## config.mk

```make
export PLATFORM = sky130hd
export DESIGN_NAME = dmem_access_ctrl
export DESIGN_NICKNAME = d
export VERILOG_FILES = /design/src/rtl/dmem_ctrl_pkg.sv /design/src/rtl/dmem_lane_align.sv /design/src/rtl/dmem_access_ctrl.sv
export SDC_FILE = /design/constraint.sdc
export NUM_CORES = 1
export LEC_CHECK = 0
export ABC_CLOCK_PERIOD_IN_PS = 4500
export CORE_AREA = 2 2 118 142
export CTS_CLUSTER_SIZE = 8
export DETAILED_ROUTE_END_ITERATION = 8
export DIE_AREA = 0 0 120 144
export PLACE_DENSITY = 0.89
export SLEW_MARGIN = 5
export SYNTH_ARGS = -nofsm -noshare
export SYNTH_HDL_FRONTEND = slang
export SYNTH_HIERARCHICAL = 1
export SYNTH_SLANG_ARGS = --single-unit
```

## constraint.sdc

```tcl
create_clock -name clk -period 4.5 [get_ports clk]
set_input_delay 0.9 -clock clk [delete_from_list [all_inputs] [get_ports clk]]
set_output_delay 0.9 -clock clk [all_outputs]
set_load 0.02 [all_outputs]
```

## src/rtl/dmem_ctrl_pkg.sv

```systemverilog
`default_nettype none
// ============================================================================
// Package  : dmem_ctrl_pkg
// Brief    : State encoding, access-size codes and lane helpers for the
//            data-memory access controller.
// Revision : 1.0
// ============================================================================
package dmem_ctrl_pkg;

    localparam logic [2:0] ST_IDLE  = 3'd0;
    localparam logic [2:0] ST_REQ0  = 3'd1;
    localparam logic [2:0] ST_WAIT0 = 3'd2;
    localparam logic [2:0] ST_REQ1  = 3'd3;
    localparam logic [2:0] ST_WAIT1 = 3'd4;
    localparam logic [2:0] ST_DONE  = 3'd5;

    localparam logic [1:0] SIZE_W = 2'b00;
    localparam logic [1:0] SIZE_H = 2'b01;
    localparam logic [1:0] SIZE_B = 2'b10;

    function automatic logic [3:0] size_mask(input logic [1:0] size);
        case (size)
            SIZE_W:  return 4'b1111;
            SIZE_H:  return 4'b0011;
            default: return 4'b0001;
        endcase
    endfunction

    function automatic logic size_illegal(input logic [1:0] size);
        return size == 2'b11;
    endfunction

    // An access crosses a word boundary when offset + byte count exceeds 4.
    function automatic logic is_crossing(input logic [1:0] size, input logic [1:0] k);
        case (size)
            SIZE_W:  return k != 2'd0;
            SIZE_H:  return k == 2'd3;
            default: return 1'b0;
        endcase
    endfunction

endpackage
`default_nettype wire

```

## src/rtl/dmem_lane_align.sv

```systemverilog
`default_nettype none
// ============================================================================
// Module   : dmem_lane_align
// Brief    : Byte-enable generation, store-data rotation and two-beat read
//            merge for the data-memory access controller.
// Revision : 1.0
// ============================================================================
module dmem_lane_align
    import dmem_ctrl_pkg::*;
(
    input  logic [1:0]  size_i,
    input  logic [1:0]  offset_i,
    input  logic [31:0] wdata_i,
    input  logic [31:0] rdata0_i,
    input  logic [23:0] rdata1_i,
    output logic [3:0]  be0_o,
    output logic [3:0]  be1_o,
    output logic [31:0] wdata_o,
    output logic [31:0] rdata_o
);

    logic [7:0]  w_be_wide;
    logic [31:0] w_rd_shift;
    logic [31:0] w_rd_mask;

    always_comb begin
        w_be_wide = {4'b0000, size_mask(size_i)} << offset_i;
        be0_o     = w_be_wide[3:0];
        be1_o     = w_be_wide[7:4];

        // Rotate left by 8*offset; read path is the matching right shift of {rdata1,rdata0}.
        case (offset_i)
            2'd0: begin
                wdata_o    = wdata_i;
                w_rd_shift = rdata0_i;
            end
            2'd1: begin
                wdata_o    = {wdata_i[23:0], wdata_i[31:24]};
                w_rd_shift = {rdata1_i[7:0], rdata0_i[31:8]};
            end
            2'd2: begin
                wdata_o    = {wdata_i[15:0], wdata_i[31:16]};
                w_rd_shift = {rdata1_i[15:0], rdata0_i[31:16]};
            end
            default: begin
                wdata_o    = {wdata_i[7:0], wdata_i[31:8]};
                w_rd_shift = {rdata1_i[23:0], rdata0_i[31:24]};
            end
        endcase

        case (size_i)
            SIZE_W:  w_rd_mask = 32'hFFFF_FFFF;
            SIZE_H:  w_rd_mask = 32'h0000_FFFF;
            default: w_rd_mask = 32'h0000_00FF;
        endcase
        rdata_o = w_rd_shift & w_rd_mask;
    end

endmodule
`default_nettype wire

```

## src/rtl/dmem_access_ctrl.sv

```systemverilog
`default_nettype none
// ============================================================================
// Module   : dmem_access_ctrl
// Brief    : Sequences core loads/stores onto the req/gnt/rvalid data bus,
//            splitting word-crossing accesses and timing out hung beats.
// Revision : 1.0
// ============================================================================
module dmem_access_ctrl
    import dmem_ctrl_pkg::*;
#(
    parameter int MISALIGN_EN = 1,
    parameter int TIMEOUT_CYC = 255
) (
    input  logic        clk,
    input  logic        rst,
    input  logic        req_valid,
    output logic        req_ready,
    input  logic        req_we,
    input  logic [1:0]  req_size,
    input  logic [31:0] req_addr,
    input  logic [31:0] req_wdata,
    output logic        stall,
    output logic        rsp_valid,
    output logic [31:0] rsp_rdata,
    output logic        rsp_err,
    output logic        mem_req,
    output logic        mem_we,
    output logic [31:0] mem_addr,
    output logic [3:0]  mem_be,
    output logic [31:0] mem_wdata,
    input  logic        mem_gnt,
    input  logic        mem_rvalid,
    input  logic [31:0] mem_rdata
);

    localparam logic [7:0] TMO_LAST = 8'(TIMEOUT_CYC - 1);

    logic [2:0]  state_q, state_d;
    logic [7:0]  cnt_q, cnt_d;
    logic        err_q, err_d;
    logic        we_q;
    logic [1:0]  size_q, off_q;
    logic [31:0] rdata0_q;
    logic [23:0] rdata1_q;
    logic        rsp_valid_q, rsp_err_q, stall_q;
    logic [31:0] rsp_rdata_q;
    logic        mem_we_q;
    logic [31:0] mem_addr_q, mem_wdata_q;
    logic [3:0]  mem_be_q;

    logic        w_idle, w_timeout, w_reject;
    logic [1:0]  w_size, w_off;
    logic [3:0]  w_be0, w_be1;
    logic [31:0] w_wrot, w_rdata;

    assign w_idle    = state_q == ST_IDLE;
    assign w_timeout = cnt_q == TMO_LAST;
    assign w_reject  = size_illegal(req_size) ||
                       ((MISALIGN_EN == 0) && is_crossing(req_size, req_addr[1:0]));

    // Lane logic sees the live request while idle so beat 0 can be registered at accept.
    assign w_size = w_idle ? req_size      : size_q;
    assign w_off  = w_idle ? req_addr[1:0] : off_q;

    dmem_lane_align u_align (
        .size_i   (w_size),
        .offset_i (w_off),
        .wdata_i  (req_wdata),
        .rdata0_i (rdata0_q),
        .rdata1_i (rdata1_q),
        .be0_o    (w_be0),
        .be1_o    (w_be1),
        .wdata_o  (w_wrot),
        .rdata_o  (w_rdata)
    );

    always_comb begin
        state_d = state_q;
        cnt_d   = '0;
        err_d   = err_q;
        case (state_q)
            ST_IDLE: begin
                if (req_valid) begin
                    err_d   = w_reject;
                    state_d = w_reject ? ST_DONE : ST_REQ0;
                end
            end
            ST_REQ0, ST_REQ1: begin
                if (mem_gnt) begin
                    state_d = (state_q == ST_REQ0) ? ST_WAIT0 : ST_WAIT1;
                end else if (w_timeout) begin
                    state_d = ST_DONE;
                    err_d   = 1'b1;
                end else begin
                    cnt_d = cnt_q + 8'd1;
                end
            end
            ST_WAIT0, ST_WAIT1: begin
                if (mem_rvalid) begin
                    state_d = (state_q == ST_WAIT0 && is_crossing(size_q, off_q)) ? ST_REQ1 : ST_DONE;
                end else if (w_timeout) begin
                    state_d = ST_DONE;
                    err_d   = 1'b1;
                end else begin
                    cnt_d = cnt_q + 8'd1;
                end
            end
            ST_DONE: state_d = ST_IDLE;
            default: state_d = ST_IDLE;
        endcase
    end

    always_ff @(posedge clk) begin
        if (rst) begin
            state_q     <= ST_IDLE;
            cnt_q       <= '0;
            err_q       <= 1'b0;
            we_q        <= 1'b0;
            size_q      <= '0;
            off_q       <= '0;
            rdata0_q    <= '0;
            rdata1_q    <= '0;
            rsp_valid_q <= 1'b0;
            rsp_err_q   <= 1'b0;
            rsp_rdata_q <= '0;
            stall_q     <= 1'b0;
            mem_we_q    <= 1'b0;
            mem_addr_q  <= '0;
            mem_be_q    <= '0;
            mem_wdata_q <= '0;
        end else begin
            state_q     <= state_d;
            cnt_q       <= cnt_d;
            err_q       <= err_d;
            rsp_valid_q <= state_q == ST_DONE;
            rsp_err_q   <= (state_q == ST_DONE) && err_q;
            rsp_rdata_q <= (state_q == ST_DONE && !we_q) ? w_rdata : '0;

            if (w_idle && req_valid) begin
                we_q     <= req_we;
                size_q   <= req_size;
                off_q    <= req_addr[1:0];
                rdata0_q <= '0;
                rdata1_q <= '0;
                stall_q  <= 1'b1;
            end else if (rsp_valid_q) begin
                stall_q  <= 1'b0;
            end

            if (w_idle && state_d == ST_REQ0) begin
                mem_we_q    <= req_we;
                mem_addr_q  <= {req_addr[31:2], 2'b00};
                mem_be_q    <= w_be0;
                mem_wdata_q <= w_wrot;
            end else if (state_q == ST_WAIT0 && state_d == ST_REQ1) begin
                mem_addr_q  <= mem_addr_q + 32'd4;
                mem_be_q    <= w_be1;
            end

            if (state_q == ST_WAIT0 && mem_rvalid) rdata0_q <= mem_rdata;
            if (state_q == ST_WAIT1 && mem_rvalid) rdata1_q <= mem_rdata[23:0];
        end
    end

    assign req_ready = w_idle;
    assign stall     = stall_q;
    assign rsp_valid = rsp_valid_q;
    assign rsp_err   = rsp_err_q;
    assign rsp_rdata = rsp_rdata_q;
    assign mem_req   = (state_q == ST_REQ0) || (state_q == ST_REQ1);
    assign mem_we    = mem_we_q;
    assign mem_addr  = mem_addr_q;
    assign mem_be    = mem_be_q;
    assign mem_wdata = mem_wdata_q;

endmodule
`default_nettype wire
```

==> results.txt <==
* Outcome: complete, no violations
- Summing all non-filler instances in the final layout gives an area of 11,100 sq um.
- Core Area: 16,000 sq um
- Post-place instance area: 10,500 sq um
* Gates resized, CTS repair: 0
- Compared with the post-synthesis result, the final layout area differs by 31.5%.
* Critical Path RT: 4780 ps
- Total of max-cap violations: 0
* Most used flip-flop cell after synthesis: sky130_fd_sc_hd__dfxtp_1
* Final period utilization: 0.656
- Routability-driven placement finished with a final weighted congestion of 0.889.
- For the finished layout, the period the worst path requires is 2950 ps.
* Die outline width: 120 microns
- Floorplan die height: 144 microns
- The netlist uses 58 different library cells.
* Largest vdd supply drop: 0.231 mV
- Static Leak: 0.00376 uW
- In the final routed layout, each cell accounts on average for 17.9 microns.
* Number of nets with antenna violations after routing: 0
* Count of final hold-check violations: 0
* Startpoint type of the worst setup path: primary input
- Vias after detailed routing: 7,948
* Total half-perimeter wirelength after legalization and detailed placement: 16,200 microns
* Biggest area consumer among synthesized cells: sky130_fd_sc_hd__dfxtp_1
- CP arrival: 3240 ps
* Starting Density: 0.526
- The slowest stage of the critical path is the sky130_fd_sc_hd__mux2_2 cell.
* Die area: 17,300 sq um
- Ranked by total cell area, the synthesized netlist is headed by sky130_fd_sc_hd__dfxtp_1 (42%), sky130_fd_sc_hd__mux4_2 (7.5%), sky130_fd_sc_hd__nand2_1 (5.7%), sky130_fd_sc_hd__a21oi_1 (4.6%), sky130_fd_sc_hd__nor2_1 (3.8%).
* Worst relative slew slack: 0.307
- Once the clock tree was built, the setup fixing pass inserted 0 buffers.
- Worst hold margin: 455 ps
- CP Max Fanout: 36
- Before CTS, the worst setup slack after placement is 1140 ps.
- Setup repair after global routing missed its margin: no
- During placement, the flow inserted port buffers numbering 207.
* CP peak stage delay: 770 ps
- For the worst-skew pair, the clock arrives at the later sink with an insertion delay of 430 ps.
* Final count of negative-setup-slack endpoints: 0
- After layout, the worst setup slack is 1550 ps.
- Mapped Cells: 941
* CP delay by family, top: multiplexers
- Skew final: 9.74 ps
- Kind of critical path: primary input to register
* Power density of the placed cells: 368 nW/um^2
- Final routed wirelength across all metal layers: 23,800 microns
- 210 I/O pins were placed.
- Proportion of layout cells with a drive suffix above 1: 0.0824
- Counting the fill cells in the layout gives 1,171.
* DRC errors left: 0
- The via count of the first global-routing pass is 7,473.
- Number of warning messages in the yosys log: 6
* Total routing resource utilization after global routing: 0.276
- Chain of cells forming the critical path: clkdlybuf4s50_1 > mux2_2 > buf_4 > mux4_2 > nand2_1 > a21oi_1
- Count of final max-slew check failures: 0
- Fraction of registers with async set/reset: 0
* Buffer type at the clock tree root: sky130_fd_sc_hd__clkbuf_16
- Number of flops mapped to enable cells by yosys: 0
- Synthesis-stage register bit count: 175
* FP Rows: 51
- The number of clock buffers added by TritonCTS is 17.
- Hold-fix buffers, CTS: 0
* Maximum number of pins on one net before global-route repair: 98
* Final core utilization: 0.691
- A synthesized cell averages 8.95 sq um.
* Nets: 1,211
* Maximum clock rate: 339 MHz
- The share of the Yosys chip area taken by registers is 0.416.
- Of the post-synthesis cell area, the dominant cell type holds 0.416.
- The critical path contains buffers and inverters numbering 2 combined.
- TritonCTS clock tree: done
* Critical Path Sink Type: register
- After detailed routing, the number of vias per cell comes to 5.97.
- Number of buffers on the longest clock path: 2
* Commonest cells in the synthesized netlist: sky130_fd_sc_hd__dfxtp_1 (175), sky130_fd_sc_hd__nand2_1 (129), sky130_fd_sc_hd__nor2_1 (86)
* CTS clock-pin slew for the worst setup and hold paths: 70 ps
* Post-synthesis cell area: 8420 sq um
* Class of the tightest hold or removal check: register to register
* Initial DRC count: 819
- Number of antenna violations at the first check in global routing: 2
- The pre-antenna-repair detailed-routing pass consisted of 8 iterations.
- Setup total negative slack on the finished layout was measured at 0 ps.
* Gr ovfl total: 0
* Clock tree sinks: 175
* Leading cell type by number of instances after synthesis: sky130_fd_sc_hd__dfxtp_1
- The H-tree was split into 4 levels.
* Global-route wire length before repair: 37,900 microns
- Least-Margin Pin Slew: 1040 ps
==> state kept, by name, indices dropped and copies added, names as in the netlist <==
register and count:
mem_wdata 32, rdata0_q 32, rsp_rdata 32, mem_addr 30
rdata1_q 24, cnt_q 8, mem_be 4, state_q 3
off_q 2, size_q 2, err_q 1, mem_we 1
rsp_err 1, rsp_valid 1, stall 1, we_q 1
==> metal layers <==
metal | vias to the layer above | part of all wire | track usage
met5 | - | 0 | 0
met4 | 0 | 0.058 | 0.172
met3 | 85 | 0.080 | 0.0517
met2 | 440 | 0.47 | 0.446
met1 | 3682 | 0.39 | 0.341
li1 | 3741 | - | -
==> worst paths after layout <==
kind / startpoint / slack, ps / to / cells past startpoint
worst max-delay path: req_addr[0] / 1550 / mem_wdata[27] / 6
worst min-delay path: mem_wdata[9] / 460 / mem_wdata[9] / 2
worst max register to register: state_q[2] / 1590 / mem_wdata[27] / 7
worst min register to register: mem_wdata[9] / 460 / mem_wdata[9] / 2
==> layout by cell type (no fill, tap or decap), types with 3 or more instances in the layout <==
| cell type | instances |
|---|---|
| sky130_fd_sc_hd__and2_1 | 36 |
| sky130_fd_sc_hd__buf_4 | 15 |
| sky130_fd_sc_hd__nor4_1 | 13 |
| sky130_fd_sc_hd__mux4_1 | 4 |
| sky130_fd_sc_hd__o22ai_1 | 24 |
| sky130_fd_sc_hd__and3_1 | 5 |
| sky130_fd_sc_hd__or4_1 | 3 |
| sky130_fd_sc_hd__nand4_1 | 12 |
| sky130_fd_sc_hd__nand3_1 | 36 |
| sky130_fd_sc_hd__dfxtp_1 | 175 |
| sky130_fd_sc_hd__mux2_2 | 3 |
| sky130_fd_sc_hd__a211oi_1 | 23 |
| sky130_fd_sc_hd__clkdlybuf4s50_1 | 206 |
| sky130_fd_sc_hd__diode_2 | 3 |
| sky130_fd_sc_hd__clkbuf_16 | 17 |
| sky130_fd_sc_hd__nor2_1 | 85 |
| sky130_fd_sc_hd__xor2_1 | 5 |
| sky130_fd_sc_hd__ha_1 | 3 |
| sky130_fd_sc_hd__nand2_1 | 129 |
| sky130_fd_sc_hd__or3_1 | 12 |
| sky130_fd_sc_hd__a311oi_1 | 18 |
| sky130_fd_sc_hd__o21ai_0 | 12 |
| sky130_fd_sc_hd__xnor2_1 | 14 |
| sky130_fd_sc_hd__inv_6 | 4 |
| sky130_fd_sc_hd__nor3_1 | 11 |
| sky130_fd_sc_hd__nor2b_1 | 11 |
| sky130_fd_sc_hd__nand2b_1 | 5 |
| sky130_fd_sc_hd__conb_1 | 3 |
| sky130_fd_sc_hd__and4_1 | 5 |
| sky130_fd_sc_hd__a21oi_1 | 76 |
| sky130_fd_sc_hd__a22oi_1 | 33 |
| sky130_fd_sc_hd__inv_1 | 7 |
| sky130_fd_sc_hd__inv_2 | 3 |
| sky130_fd_sc_hd__a31oi_1 | 7 |
| sky130_fd_sc_hd__mux2i_1 | 32 |
| sky130_fd_sc_hd__mux4_2 | 28 |
==> layout make-up <==
cell class	count	area, sq um	share of cell area
inverters	10	37.5	0.00339
flip-flops and latches	175	3500	0.316
diodes	3	7.51	0.000678
clock inverters	11	130	0.0118
multi-input cells	679	4500	0.406
clock buffers	20	457	0.0412
well taps	212	265	0.0240
repair buffers	221	2170	0.196
==> kinds of logic after synthesis <==
| group | after synthesis | share of synthesized area |
|---|---|---|
| simple gates | 377 | 0.215 |
| compound gates | 208 | 0.157 |
| flops | 175 | 0.416 |
| buf+inv | 88 | 0.0545 |
| mux | 68 | 0.131 |
| xor+xnor | 19 | 0.0198 |
| fa+ha+maj | 4 | 0.00579 |
| other cells | 2 | 0.000892 |
==> power breakdown <==
part | total (uW) | leakage, uW | internal [uW] | switching, uW
Sequential | 1700 | 0.00142 | 1630 | 75.6
Combinational | 896 | 0.00205 | 415 | 481
Clock | 1480 | 0.000288 | 851 | 630
==> per-stage QoR <==
step | cells | total power (uW)
after floorplan | 942 | 2300
after global placement | 1297 | 2600
after detailed placement | 1297 | 2610
after CTS | 1328 | 4080
after global routing | 1330 | 4230
final | 1331 | 4080
==> tightest hold or removal path, delay by kind of cell (launching register included) <==
kind	cells	cell delay, ps
flops	1	310
compound gates	1	50
simple gates	1	50
(Power assumes the default switching activity.)
